==> src/rtl/serializer_piso.sv <==
// Parallel-in/serial-out serializer: a WIDTH-bit word accepted over valid/ready is shifted out one bit per BIT_CYCLES clocks.
// Outputs are registered from next-state values; in_ready reopens in the final bit-cycle so words stream with no gap.
module serializer_piso #(
  parameter int WIDTH      = 4,
  parameter int BIT_CYCLES = 1,
  parameter bit MSB_FIRST  = 1'b0,
  parameter bit IDLE_LEVEL = 1'b0
) (
  input  logic             clk,
  input  logic             rst_n,
  input  logic             in_valid,
  output logic             in_ready,
  input  logic [WIDTH-1:0] in_data,
  output logic             ser_out,
  output logic             ser_frame,
  output logic             ser_last
);

  localparam int BW = $clog2(WIDTH);
  localparam int CW = (BIT_CYCLES > 1) ? $clog2(BIT_CYCLES) : 1;
  localparam logic [BW-1:0] BIT_MAX = BW'(WIDTH - 1);
  localparam logic [CW-1:0] CYC_MAX = CW'(BIT_CYCLES - 1);

  typedef enum logic {IDLE, SHIFT} state_t;

  state_t           state, state_nx;
  logic [WIDTH-1:0] word, word_nx;
  logic [BW-1:0]    bit_idx, bit_idx_nx, sel;
  logic [CW-1:0]    cyc, cyc_nx;
  logic             cyc_end, end_slot, accept;
  logic             out_nx, frame_nx, last_nx;

  // With one cycle per bit the cycle counter is held at zero and optimises away.
  assign cyc_end  = (BIT_CYCLES == 1) || (cyc == CYC_MAX);
  assign end_slot = (state == SHIFT) && (bit_idx == BIT_MAX) && cyc_end;
  assign in_ready = (state == IDLE) || end_slot;
  assign accept   = in_valid && in_ready;

  always_comb begin
    state_nx   = state;
    word_nx    = word;
    bit_idx_nx = bit_idx;
    cyc_nx     = cyc;
    if (accept) begin
      state_nx   = SHIFT;
      word_nx    = in_data;
      bit_idx_nx = '0;
      cyc_nx     = '0;
    end else if (state == SHIFT) begin
      if (end_slot) begin
        state_nx   = IDLE;
        bit_idx_nx = '0;
        cyc_nx     = '0;
      end else if (cyc_end) begin
        cyc_nx     = '0;
        bit_idx_nx = bit_idx + BW'(1);
      end else begin
        cyc_nx = cyc + CW'(1);
      end
    end
  end

  // Outputs are computed from the next state so the first bit appears right after the accept edge.
  always_comb begin
    sel      = MSB_FIRST ? (BIT_MAX - bit_idx_nx) : bit_idx_nx;
    out_nx   = IDLE_LEVEL;
    frame_nx = 1'b0;
    last_nx  = 1'b0;
    if (state_nx == SHIFT) begin
      out_nx   = word_nx[sel];
      frame_nx = 1'b1;
      last_nx  = (bit_idx_nx == BIT_MAX);
    end
  end

  always_ff @(posedge clk or negedge rst_n) begin
    if (!rst_n) begin
      state     <= IDLE;
      word      <= '0;
      bit_idx   <= '0;
      cyc       <= '0;
      ser_out   <= IDLE_LEVEL;
      ser_frame <= 1'b0;
      ser_last  <= 1'b0;
    end else begin
      state     <= state_nx;
      word      <= word_nx;
      bit_idx   <= bit_idx_nx;
      cyc       <= cyc_nx;
      ser_out   <= out_nx;
      ser_frame <= frame_nx;
      ser_last  <= last_nx;
    end
  end

endmodule

==> config.mk <==
export PLATFORM = sky130hd
export DESIGN_NAME = serializer_piso
export DESIGN_NICKNAME = d
export VERILOG_FILES = /design/src/rtl/serializer_piso.sv
export SDC_FILE = /design/constraint.sdc
export NUM_CORES = 1
export LEC_CHECK = 0
export BUFFER_PORTS_ARGS = -buffer_cell sky130_fd_sc_hd__buf_2
export CAP_MARGIN = 10
export CORE_AREA = 2 2 39 41
export CTS_BUF_LIST = sky130_fd_sc_hd__clkbuf_4
export CTS_CLUSTER_DIAMETER = 80
export CTS_CLUSTER_SIZE = 25
export DETAILED_ROUTE_END_ITERATION = 10
export DIE_AREA = 0 0 41 43
export SLEW_MARGIN = 0
export SYNTH_ARGS = -nofsm -noshare
export SYNTH_HDL_FRONTEND = slang
export SYNTH_SLANG_ARGS = --single-unit
==> constraint.sdc <==
create_clock -name clk -period 2 [get_ports clk]
set_input_delay 0.4 -clock clk [delete_from_list [all_inputs] [get_ports clk]]
set_output_delay 0.4 -clock clk [all_outputs]
set_load 0.05 [all_outputs]
==> results of run 1 <==
==> worst max-delay path by stage <==
stage                                    start                end  slack (ps)  depth (start not counted)
after CTS                 bit_idx[0]$_DFF_PN0_           in_ready         110                          3
after floorplan           bit_idx[0]$_DFF_PN0_  word[0]$_DFF_PN0_         400                          5
after detailed placement  bit_idx[0]$_DFF_PN0_           in_ready         390                          3
final                     bit_idx[0]$_DFF_PN0_           in_ready         120                          3
after global placement    bit_idx[0]$_DFF_PN0_           in_ready         420                          3
after global routing      bit_idx[0]$_DFF_PN0_           in_ready           8                          3
==> power by group through the flow <==
| stage | clock (uW) | combinational [uW] | sequential, uW |
|---|---|---|---|
| after CTS | 154 | 455 | 325 |
| after floorplan | 0 | 302 | 401 |
| final | 149 | 449 | 324 |
| after detailed placement | 0 | 452 | 328 |
| after global placement | 0 | 448 | 327 |
| after global routing | 169 | 497 | 335 |
==> cell families after synthesis <==
| kind of cell | count (synthesis) |
|---|---|
| simple gates | 9 |
| compound gates | 9 |
| mux | 4 |
| fa+ha+maj | 1 |
| buf+inv | 3 |
| flops | 9 |
==> area by class of cell <==
type	count	area, um^2
clock buffers	4	30.0
fillers	134	882
repair buffers	11	60.1
well taps	16	20.0
flip-flops and latches	9	225
inverters	2	7.51
multi-input cells	23	159
==> worst reg2reg max path, cell delays in order, from the launching register on <==
cell and delay [ps]:
sky130_fd_sc_hd__dfrtp_1 430, sky130_fd_sc_hd__ha_1 250, sky130_fd_sc_hd__nand2b_1 250, sky130_fd_sc_hd__nand2_1 200
sky130_fd_sc_hd__mux2_2 350
==> cells in the mapped netlist, types with 2 or more instances <==
| library cell | count |
|---|---|
| sky130_fd_sc_hd__o21ai_0 | 2 |
| sky130_fd_sc_hd__a31oi_1 | 2 |
| sky130_fd_sc_hd__nand2_1 | 3 |
| sky130_fd_sc_hd__nand2b_1 | 2 |
| sky130_fd_sc_hd__dfrtp_1 | 9 |
| sky130_fd_sc_hd__inv_1 | 2 |
| sky130_fd_sc_hd__nor2_1 | 3 |
| sky130_fd_sc_hd__mux2_2 | 4 |
==> registers in the layout, summed over array words and instances (netlist names) <==
register   count
bit_idx        2
ser_last       1
word           4
ser_out        1
ser_frame      1
==> layer usage <==
| metal | track usage [%] | part of all wire [%] |
|---|---|---|
| met1 | 10.7 | 46 |
| met2 | 13.4 | 44 |
| met3 | 3.14 | 6.7 |
| met4 | 10.0 | 3.9 |
| met5 | 0 | 0 |
==> placed cells by master, fill, tap and decap left out <==
cell type / instances
sky130_fd_sc_hd__ha_1: 1
sky130_fd_sc_hd__o32ai_1: 1
sky130_fd_sc_hd__o21ai_0: 2
sky130_fd_sc_hd__buf_2: 10
sky130_fd_sc_hd__dlygate4sd3_1: 1
sky130_fd_sc_hd__nand2_1: 3
sky130_fd_sc_hd__inv_1: 2
sky130_fd_sc_hd__a211oi_1: 1
sky130_fd_sc_hd__a21oi_1: 1
sky130_fd_sc_hd__o2bb2ai_1: 1
sky130_fd_sc_hd__nor2_1: 3
sky130_fd_sc_hd__nand2b_1: 2
sky130_fd_sc_hd__clkbuf_4: 4
sky130_fd_sc_hd__a31oi_1: 2
sky130_fd_sc_hd__dfrtp_1: 9
sky130_fd_sc_hd__mux2_2: 4
sky130_fd_sc_hd__nor3_1: 1
sky130_fd_sc_hd__a22o_1: 1
==> stage by stage <==
| step | hold WS [ps] | setup slack [ps] | utilization, % | cell area, um^2 |
|---|---|---|---|---|
| floorplan | 104 | 404 | - | 399 |
| global placement | 260 | 423 | 33.4 | 462 |
| detailed placement | 258 | 394 | 33.4 | 462 |
| CTS | 370 | 109 | 36.3 | 502 |
| global route | 367 | 8.28 | 36.3 | 502 |
| finish | 371 | 120 | 36.3 | 502 |
==> timing repair <==
action	in CTS	in global routing
hold buffers	1	0
setup buffers	0	0
hold endpoints to repair	9	0
==> results.sh, run 1 <==
export IMPL_clkSinkCount=9
export IMPL_dominant_combinational_cell_family_by_area_after_synthesis="compound AO/OA/AOI/OAI gates"
export IMPL_top_level_port_count=11
export IMPL_globalRouteOverflowTotal=0
export IMPL_postRouteWirelength_um=640
export IMPL_dominantRegCellSynth="sky130_fd_sc_hd__dfrtp_1"
export IMPL_fraction_of_the_mapped_netlist_area_in_adder_cells_pct=3.13
export IMPL_cp_max_fo=8
export IMPL_post_synth_cell_area_avg_um2=11.4
export IMPL_start_util_pct=28.8
export IMPL_drt_iter0_drc=0
export IMPL_synth_top_cells_by_area="sky130_fd_sc_hd__dfrtp_1, sky130_fd_sc_hd__mux2_2, sky130_fd_sc_hd__a31oi_1"
export IMPL_category_of_the_worst_setup_path_launch_point="flip-flop"
export IMPL_die_x_um=41
export IMPL_ff2ff_path_depth=4
export IMPL_dr_total_vias=300
export IMPL_grt_start_max_net_pins=10
export IMPL_slowest_stage="sky130_fd_sc_hd__dfrtp_1"
export IMPL_skew_ps=1.44
export IMPL_min_delay_src="in_data[1]"
export IMPL_critical_path_n_buffers_inverters=1
export IMPL_viasPerCell=4.62
export IMPL_synth_mux_area_share_pct=11.3
export IMPL_clk_pin_slew_ps=60
export IMPL_rsz0062_at_grt="no"
export IMPL_crit_path_cell_trace="ha_1 -> nand2b_1 -> buf_2"
export IMPL_die_area_mm2=0.00176
export IMPL_post_synth_and_or_nand_nor_area_fraction_pct=10.0
export IMPL_detailedPlacementHpwl_um=530
export IMPL_min_to="word[1]$_DFF_PN0_"
export IMPL_synth_edff_count=0
export IMPL_clockRootBuffer="sky130_fd_sc_hd__clkbuf_4"
export IMPL_port_buffers=10
export IMPL_share_seq_of_total_power_pct=35.2
export IMPL_netlist_cell_type_count=16
export IMPL_slew_headroom_pct=83.2
export IMPL_slowest_delay_ps=430
export IMPL_required_ps=1600
export IMPL_crit_family="flip-flops"
export IMPL_postCtsResizedCells=0
export IMPL_slew_viol_final=0
export IMPL_max_cap_viol_count=0
export IMPL_first_global_vias=270
export IMPL_synth_ff_latch_count=9
export IMPL_mappedNetlistArea_um2=399
export IMPL_result_of_the_run="completed"
export IMPL_cts_tree="built"
export IMPL_tightestPinTransition_ps=252
export IMPL_mappedNetlistNets=43
export IMPL_reg_to_reg_critical_path_endpoint="word[0]$_DFF_PN0_"
export IMPL_power_frac_clock_pct=16.1
export IMPL_power_switching_fraction_pct=42.5
export IMPL_powerDensity_mw_per_mm2=1840
export IMPL_drive_above_1_share_pct=36.7
export IMPL_worstSetupPathType="reg -> out"
export IMPL_fin_cells=65
export IMPL_power_internal_uw=531
export IMPL_power_uw=922
export IMPL_power_net_switching_uw=391
export IMPL_drtAntennaViolNets=0
export IMPL_final_period_minus_worst_setup_slack_ps=1880
export IMPL_power_static_leakage_uw=0.000237
export IMPL_synth_xor_area_share_pct=0
export IMPL_yosysWarningCount=0
export IMPL_power_ir_vdd_worst_mv=0.510
export IMPL_detail_route_first_pass_iterations=1
export IMPL_synth_compound_area_share_pct=15.4
export IMPL_fp_row_count=14
export IMPL_post_synth_inst_count=35
export IMPL_fp_coreArea_mm2=0.00138
export IMPL_area_growth_syn_to_layout_pct=25.7
export IMPL_antenna_cells_inserted=0
export IMPL_drc=0
export IMPL_antenna_violations_before_repair=0
export IMPL_synth_top_area_share_pct=56.4
export IMPL_clock_path_buffers=2
export IMPL_timing_rr_start="bit_idx[0]$_DFF_PN0_"
export IMPL_setup_total_negative_slack_ps=0
export IMPL_gpl_final_weighted_congestion=0.681
export IMPL_finalSetupViolCount=0
export IMPL_worstHoldPathCells=2
export IMPL_reg2reg_slack_ps=400
export IMPL_grt_pass1_wl_um=1060
export IMPL_groute_usage_overall_pct=9.76
export IMPL_share_comb_of_total_power_pct=48.7
export IMPL_holdCritPathClass="in -> reg"
export IMPL_dominant_cell_type_by_area_after_synthesis="sky130_fd_sc_hd__dfrtp_1"
export IMPL_synth_yosys_seq_area_share_pct=56.4
export IMPL_num_nets_final=58
export IMPL_tritoncts_num_buffers=3
export IMPL_clkLatencyLatePin_ps=260
export IMPL_average_wire_length_per_cell_after_detail_routing_um=9.85
export IMPL_cp_arrival_ps=1480
export IMPL_final_min_period_over_clock_period_pct=94.0
export IMPL_fp_dieH_um=43
export IMPL_hold_violations=0
export IMPL_endpoint_kind="primary output"
export IMPL_ys_async_sr_fraction_pct=100
export IMPL_cts_htree_levels=1
export IMPL_max_clock_freq_mhz=532
export IMPL_placedCellCount=60
Note: power is estimated with default switching activity, not from simulation.
==> inputs of run 2 (changes only) <==
==> constraint.sdc (replaced) <==
create_clock -name clk -period 1.7 [get_ports clk]
set_input_delay 0.34 -clock clk [delete_from_list [all_inputs] [get_ports clk]]
set_output_delay 0.34 -clock clk [all_outputs]
set_load 0.05 [all_outputs]
==> run 2 against run 1 <==
- via count grew 11%
- global-route usage rose by 1.1 points
- critical path type unchanged
- die area did not move
- clock power up 19%
- design area is 5.0% higher
- non-clock buffer count rose by 2
- worst hold slack got worse by 62 ps
- clock-buffer cell count unchanged
- worst setup slack got worse by 78 ps
==> results.sh, run 2 (synthesis results as in run 1) <==
export IMPL_clkLatencyLatePin_ps=260
export IMPL_drtAntennaViolNets=0
export IMPL_holdCritPathClass="in -> reg"
export IMPL_start_util_pct=28.8
export IMPL_share_seq_of_total_power_pct=32.6
export IMPL_powerDensity_mw_per_mm2=2240
export IMPL_fp_coreArea_mm2=0.00138
export IMPL_hold_violations=0
export IMPL_top_level_port_count=11
export IMPL_fp_row_count=14
export IMPL_largest_register="word"
export IMPL_power_frac_clock_pct=15.0
export IMPL_largest_register_ffs=4
export IMPL_drive_above_1_share_pct=43.1
export IMPL_tightestPinTransition_ps=244
export IMPL_postPlaceCellArea_um2=469
export IMPL_share_comb_of_total_power_pct=52.4
export IMPL_cp_arrival_ps=1320
export IMPL_dr_total_vias=332
export IMPL_endpoint_kind="primary output"
export IMPL_gpl_final_weighted_congestion=0.715
export IMPL_power_internal_uw=684
export IMPL_clock_path_buffers=2
export IMPL_setup_ws_ps=42.1
export IMPL_result_of_the_run="completed"
export IMPL_registers_with_the_most_flip_flops="word x4, bit_idx x2"
export IMPL_final_cell_mix="sky130_fd_sc_hd__buf_2, sky130_fd_sc_hd__dfrtp_1, sky130_fd_sc_hd__mux2_2, sky130_fd_sc_hd__clkbuf_4"
export IMPL_antenna_cells_inserted=0
export IMPL_category_of_the_worst_setup_path_launch_point="flip-flop"
export IMPL_area_growth_syn_to_layout_pct=32.0
export IMPL_placedCellCount=61
export IMPL_power_switching_fraction_pct=42.1
export IMPL_required_ps=1360
export IMPL_worstSetupPathType="reg -> out"
export IMPL_drt_iter0_drc=9
export IMPL_postRouteWirelength_um=815
export IMPL_cts_htree_levels=1
export IMPL_layout_core_utilization_pct=38.1
export IMPL_antenna_violations_before_repair=0
export IMPL_grt_pass1_wl_um=1140
export IMPL_power_uw=1180
export IMPL_cp_max_fo=5
export IMPL_cts_tree="built"
export IMPL_tritoncts_num_buffers=3
export IMPL_die_area_mm2=0.00176
export IMPL_port_buffers=10
export IMPL_power_net_switching_uw=498
export IMPL_num_nets_final=60
export IMPL_groute_usage_overall_pct=10.9
export IMPL_place_worst_setup_slack_ps=162
export IMPL_globalRouteOverflowTotal=0
export IMPL_power_ir_vdd_worst_mv=0.652
export IMPL_fin_cells=67
export IMPL_average_wire_length_per_cell_after_detail_routing_um=12.2
export IMPL_grt_start_max_net_pins=10
export IMPL_clkSinkCount=9
export IMPL_skew_ps=8.86
export IMPL_slew_headroom_pct=83.6
export IMPL_drc=0
export IMPL_clockRootBuffer="sky130_fd_sc_hd__clkbuf_4"
export IMPL_die_x_um=41
export IMPL_reg2reg_slack_ps=170
export IMPL_fp_dieH_um=43
export IMPL_power_static_leakage_uw=0.000247
export IMPL_viasPerCell=4.96
export IMPL_slew_viol_final=0
export IMPL_fillers=142
export IMPL_finalSetupViolCount=0
export IMPL_mostFrequentLayoutCell="sky130_fd_sc_hd__buf_2"
export IMPL_layout_cell_area_non_filler_um2=527
export IMPL_max_clock_freq_mhz=603
export IMPL_clk_pin_slew_ps=60
export IMPL_final_period_minus_worst_setup_slack_ps=1660
export IMPL_final_min_period_over_clock_period_pct=97.5
export IMPL_detail_route_first_pass_iterations=4
export IMPL_max_cap_viol_count=0
export IMPL_first_global_vias=285
[run 2: changes by cell type in the layout (fill, tap and decap cells not counted), sizes merged]
cell | previous run | this run
buf | 10 | 12
[run 2: stage by stage]
stage	hold WS, ps	TNS, ps
after global placement	202	0
final	310	0
after global routing	296	-4.87
after CTS	305	0
after floorplan	44.4	0
after detailed placement	202	0
[run 2: final cells by class]
type | count | area [um^2] | area share (%)
multi-input combinational | 23 | 161 | 30.6
tap | 16 | 20.0 | 3.80
sequential | 9 | 226 | 43.0
clock buffer | 4 | 30.0 | 5.70
inverter | 2 | 7.51 | 1.43
timing repair buffer | 13 | 81.3 | 15.4
[run 2: worst paths after layout]
check,startpoint,end,cells after the start
min in group asynchronous,rst_n,word[1]$_DFF_PN0_,2
max in group asynchronous,rst_n,bit_idx[0]$_DFF_PN0_,2
worst min register to register,word[3]$_DFF_PN0_,word[3]$_DFF_PN0_,1
worst min-delay path,in_data[1],word[1]$_DFF_PN0_,2
worst max-delay path,bit_idx[0]$_DFF_PN0_,in_ready,3
worst max register to register,bit_idx[0]$_DFF_PN0_,word[0]$_DFF_PN0_,4
[run 2: layer usage]
metal  GRT usage, %  up-vias  share of wire (%)
met2           15.0       12                 53
met3           4.71        2                6.0
met5              0        -                  0
met4           12.0        0                2.3
li1               -      157                  -
met1           10.6      161                 39
[run 2: power groups by stage]
stage | logic (uW) | clock network [uW] | registers, uW
final | 619 | 177 | 386
after global placement | 557 | 0 | 384
after detailed placement | 563 | 0 | 389
after floorplan | 355 | 0 | 471
after CTS | 588 | 185 | 386
after global routing | 678 | 199 | 394
[run 2: critical path: stages (launching register included)]
cell                       delay [ps]
sky130_fd_sc_hd__dfrtp_2          420
sky130_fd_sc_hd__ha_1             240
sky130_fd_sc_hd__nand2b_2         230
sky130_fd_sc_hd__buf_6            170
[run 2: what timing repair did]
action | 4_1_cts | 5_1_grt
endpoints found under the hold margin | 9 | 0
setup buffers | 0 | 1
setup endpoints to repair | 1 | 1
gates resized for setup | 2 | 2
hold buffers | 1 | 0
